===== config.mk =====
export PLATFORM = sky130hd
export DESIGN_NAME = ifetch_buf
export DESIGN_NICKNAME = d
export VERILOG_FILES = /design/src/rtl/ifetch_buf.sv
export SDC_FILE = /design/constraint.sdc
export NUM_CORES = 1
export LEC_CHECK = 0
export ABC_AREA = 1
export CAP_MARGIN = 20
export CORE_MARGIN = 2
export CORE_UTILIZATION = 30
export DETAILED_ROUTE_END_ITERATION = 6
export MAX_ROUTING_LAYER = met4
export PLACE_DENSITY_LB_ADDON = 0.1
export SLEW_MARGIN = 20
export SYNTH_ARGS = -nofsm -noshare
export SYNTH_HDL_FRONTEND = slang
export SYNTH_SLANG_ARGS = --single-unit

===== constraint.sdc =====
create_clock -name clk -period 5.8 [get_ports clk]
set_clock_uncertainty 0.1 [all_clocks]
set_input_delay 1.16 -clock clk [delete_from_list [all_inputs] [get_ports clk]]
set_output_delay 1.16 -clock clk [all_outputs]
set_load 0.05 [all_outputs]

===== src/rtl/ifetch_buf.sv =====
`default_nettype none
// +---------------------------------------------------------------------------+
// | Module   : ifetch_buf                                                     |
// | Purpose  : IRAM prefetch queue feeding the instruction register; credit-  |
// |            based request issue with flush/discard of stale responses.     |
// | Options  : IFETCH_PARITY_CHECK_EN enables sticky odd-parity check on pop. |
// | Revision : 1.0                                                            |
// +---------------------------------------------------------------------------+
module ifetch_buf #(
  parameter int DEPTH = 2,
  parameter int AW    = 14
) (
  input  logic          clk,
  input  logic          reset,
  input  logic          flush,
  input  logic [AW-1:0] flush_pc,
  input  logic          state_fetch,
  output logic          iram_req,
  output logic [AW-1:0] iram_addr,
  input  logic          iram_gnt,
  input  logic          iram_rvalid,
  input  logic [48:0]   iram_rdata,
  output logic [48:0]   i,
  output logic          i_valid,
  output logic          ipar_err
);

  localparam int c_cnt_w = $clog2(DEPTH + 1);
  localparam int c_ptr_w = $clog2(DEPTH);

  logic [AW-1:0]      r_npc;
  logic [48:0]        r_mem [DEPTH];
  logic [c_ptr_w-1:0] r_rd_ptr;
  logic [c_ptr_w-1:0] r_wr_ptr;
  logic [c_cnt_w-1:0] r_count;
  logic [c_cnt_w-1:0] r_outstanding;
  logic [c_cnt_w-1:0] r_discard;

  logic w_grant;
  logic w_stale;
  logic w_live_ret;
  logic w_push;
  logic w_pop;

  // Credits cover both in-flight and buffered words, so a push never finds the FIFO full.
  assign iram_req   = reset & ~flush & ((int'(r_outstanding) + int'(r_count)) < DEPTH);
  assign iram_addr  = r_npc;
  assign i_valid    = (r_count != '0);
  assign i          = i_valid ? r_mem[r_rd_ptr] : '0;

  assign w_grant    = iram_req & iram_gnt;
  assign w_stale    = iram_rvalid & (r_discard != '0);
  assign w_live_ret = iram_rvalid & (r_discard == '0);
  assign w_push     = w_live_ret & ~flush;
  assign w_pop      = state_fetch & i_valid & ~flush;

  always_ff @(posedge clk or negedge reset) begin
    if (!reset) begin
      r_npc         <= '0;
      r_rd_ptr      <= '0;
      r_wr_ptr      <= '0;
      r_count       <= '0;
      r_outstanding <= '0;
      r_discard     <= '0;
    end else if (flush) begin
      // Everything still in flight becomes stale; the word arriving now is dropped here.
      r_npc         <= flush_pc;
      r_rd_ptr      <= '0;
      r_wr_ptr      <= '0;
      r_count       <= '0;
      r_outstanding <= '0;
      r_discard     <= r_discard + r_outstanding - c_cnt_w'(iram_rvalid);
    end else begin
      if (w_grant) r_npc    <= r_npc + AW'(1);
      if (w_push)  r_wr_ptr <= r_wr_ptr + c_ptr_w'(1);
      if (w_pop)   r_rd_ptr <= r_rd_ptr + c_ptr_w'(1);
      r_count       <= r_count + c_cnt_w'(w_push) - c_cnt_w'(w_pop);
      r_outstanding <= r_outstanding + c_cnt_w'(w_grant) - c_cnt_w'(w_live_ret);
      r_discard     <= r_discard - c_cnt_w'(w_stale);
    end
  end

  always_ff @(posedge clk) begin
    if (w_push) r_mem[r_wr_ptr] <= iram_rdata;
  end

`ifdef IFETCH_PARITY_CHECK_EN
  logic r_ipar_err;
  logic w_par_bad;

  // Bit 48 must equal XNOR-reduce of the payload (odd parity over all 49 bits).
  assign w_par_bad = w_pop & (i[48] != ~^i[47:0]);

  always_ff @(posedge clk or negedge reset) begin
    if (!reset) begin
      r_ipar_err <= 1'b0;
    end else if (flush) begin
      r_ipar_err <= 1'b0;
    end else if (w_par_bad) begin
      r_ipar_err <= 1'b1;
    end
  end

  assign ipar_err = r_ipar_err;
`else
  assign ipar_err = 1'b0;
`endif

`ifndef SYNTHESIS
  always @(posedge clk) begin
    if (reset && w_push && !w_pop) begin
      assert (int'(r_count) < DEPTH) else $error("ifetch_buf: push into full queue");
    end
  end
`endif

endmodule
`default_nettype wire


==> results.toml <==
[clocking]
hold_buffers = 0
cts_buffers = 17
clockBufferDepth = 2
worstSkewPairLatency_ns = 0.41
clock-sinks = 120
cts_root_buf = "clkbuf_16"
postCtsSetupBuffers = 0
cts_resized = 0
cts_tree = "yes"
h-tree-depth = 4
clkTransAtPathRegs_ns = 0.05

[run]
max_cap_violations = 0

[global_routing]
grt_start_max_net_pins = 52
grt_overflow = 0
grt_pass1_wl_um = 20000
grt_util_all_layers = 0.150
grt_pass1_vias = 3902
antenna_found_initial = 0

[synthesis]
synth_top_cell_area_share = 0.567
synth-seq-cells = 120
yosysUniqueCellTypes = 29
yosysSeqAreaShare = 0.673
netlist_instances = 480
yosysWarnings = 0
syn_avg_cell_area_um2 = 10.8
syn-cell-area_mm2 = 0.00519
synth.area.top_cells = "edfxtp_1 (57%), nand2_1 (11%), dfrtp_1 (11%), a21oi_1 (5.0%), nand3_1 (3.9%)"
synth_top_area_cell = "edfxtp_1"
synth_nets = 558

[placed_design]
io_buffers = 133
gp_congestion = 0.771
dp_hpwl_um = 8150

[critical_path]
crit_buf_inv = 3
critPathLaunchType = "input port"
critPathKind = "input port to primary output"
end_kind = "primary output"
crit_path_frequent_cell = "clkdlybuf4s50_1"
critPathTopFamily = "buffers and inverters"
slowest_stage = "clkdlybuf4s50_1"
arrival_ns = 3.29
crit_fanout = 22
required_ns = 4.54
cp_cell_sequence = "clkdlybuf4s50_1 -> nor2_2 -> nand3_1 -> inv_1 -> clkdlybuf4s50_1"
crit_path_max_incr_delay_ns = 0.84

[layout]
drive_gt1_frac = 0.0844
final_common_cell = "nand2_1"
antenna_cells = 0
nets = 693
areaGrowthSynthToFinish_pct = 42.6
fillCellCount = 1612
layout_common_cells = "nand2_1 (159), clkdlybuf4s50_1 (133), edfxtp_1 (98), a21oi_1 (52), nand3_1 (40)"

[routing]
via_per_inst = 4.50
wl_um = 12600
ant_nets = 0
drc = 0
via_count = 3840
drtIter0Drc = 164
drt-pass1-iter-count = 4
wl_per_cell_um = 14.8

[die]
start_util = 0.303
dieHeight_um = 136
die_area_mm2 = 0.0184
io_pins = 135
row_count = 48
coreArea_mm2 = 0.0171
die_w_um = 136

[timing]
rsz0062_at_grt = "false"
finalCritPeriodShare = 0.785
clock.fmax_mhz = 220
report.final.slew_viol_count = 0
worst_slew_pin_slew_ns = 0.942
fin_crit_ns = 4.55
finalSetupTns_ns = 0
max_slew_margin = 0.371
setup_violations = 0
final_hold_viol_count = 0
whs_ns = 0.446

[pwr]
power.leakage_uw = 0.00283
ir_drop_mv = 0.372
powerDensity_mw_per_mm2 = 439

[run_status]
run_status = "finished, final reports clean"

[worst_hold_path]
hold_class = "flop to flop"
worst paths after layout:
check	start	endpoint	slack, ns	cells after the start
worst max register to register	r_count[0]	r_outstanding[1]	3.37	10
worst min-delay path	r_wr_ptr	r_wr_ptr	0.45	1
max in group asynchronous	reset	r_rd_ptr	4.32	2
worst min register to register	r_wr_ptr	r_wr_ptr	0.45	1
min in group asynchronous	reset	r_discard[0]	1.02	2
worst max-delay path	flush	iram_req	1.25	5
cell families (layout without fill, tap and decap cells):
family                   Yosys count  count (layout)  share of synthesized area
flip-flops                       120             120                      0.673
other                              1               1                   0.000722
adder cells (fa/ha/maj)            9               9                     0.0231
buffers and inverters             54             202                     0.0472
XOR/XNOR                           5               5                    0.00843
AND/OR/NAND/NOR                  229             229                      0.186
AO/OA/AOI/OAI                     62              62                     0.0619
flip-flops by register name, indices dropped and copies added, names as in the netlist:
register and cells:
r_rd_ptr 1, r_count 2, iram_addr 14, r_outstanding 2
r_wr_ptr 1, r_mem 98, r_discard 2
cells in the mapped netlist, drive strengths merged:
cell	number
nor2	20
a21oi	52
or2	3
nand3	40
clkinv	2
inv	29
o21ai	6
buf	16
xnor2	3
conb	1
ha	8
o21bai	2
dfrtp	22
fa	1
o22ai	2
nand4	5
nor4	1
edfxtp	98
xor2	2
nor3	1
clkbuf	7
nand2	159
worst reg2reg max path, stage by stage (launching register included):
cell,delay (ns)
dfrtp_1,0.42
nand2_1,0.08
inv_1,0.05
fa_1,0.44
nor2_2,0.16
nand4_4,0.27
ha_1,0.38
inv_1,0.04
ha_1,0.18
o21ai_0,0.15
a21oi_1,0.05
power by group:
group | internal (µW) | switching, µW | leakage, µW | total [µW]
Clock | 763 | 386 | 0.000306 | 1150
Combinational | 324 | 685 | 0.00137 | 1010
Sequential | 1030 | 67.4 | 0.00116 | 1090
per-layer routing:
metal  global-route usage  vias to the layer above  wire (µm)
met5                    -                        -          0
met2                0.236                       99       6260
met1                0.177                     1828       5580
li1                     -                     1901          -
met4               0.0573                        0         85
met3               0.0516                       12        710
cell type report:
class | count | area, µm² | area share
clock buffer | 17 | 425 | 0.0575
clock inverter | 15 | 225 | 0.0304
inverter | 31 | 116 | 0.0157
multi-input combinational | 306 | 1490 | 0.201
sequential | 120 | 3490 | 0.472
tap | 225 | 282 | 0.0380
timing repair buffer | 139 | 1380 | 0.186
metrics by stage:
stage | worst slack [ns] | total power [µW] | std cells | utilization | area, µm²
final | 1.25 | 3250 | 853 | 0.433 | 7400
after global routing | 1.06 | 3420 | 853 | 0.433 | 7400
after CTS | 1.23 | 3300 | 853 | 0.433 | 7400
after detailed placement | 1.24 | 2140 | 821 | 0.395 | 6750
after global placement | 1.21 | 2130 | 821 | 0.395 | 6750
after floorplan | 1.05 | 1770 | 480 | - | 5200
(Power assumes the default switching activity.)
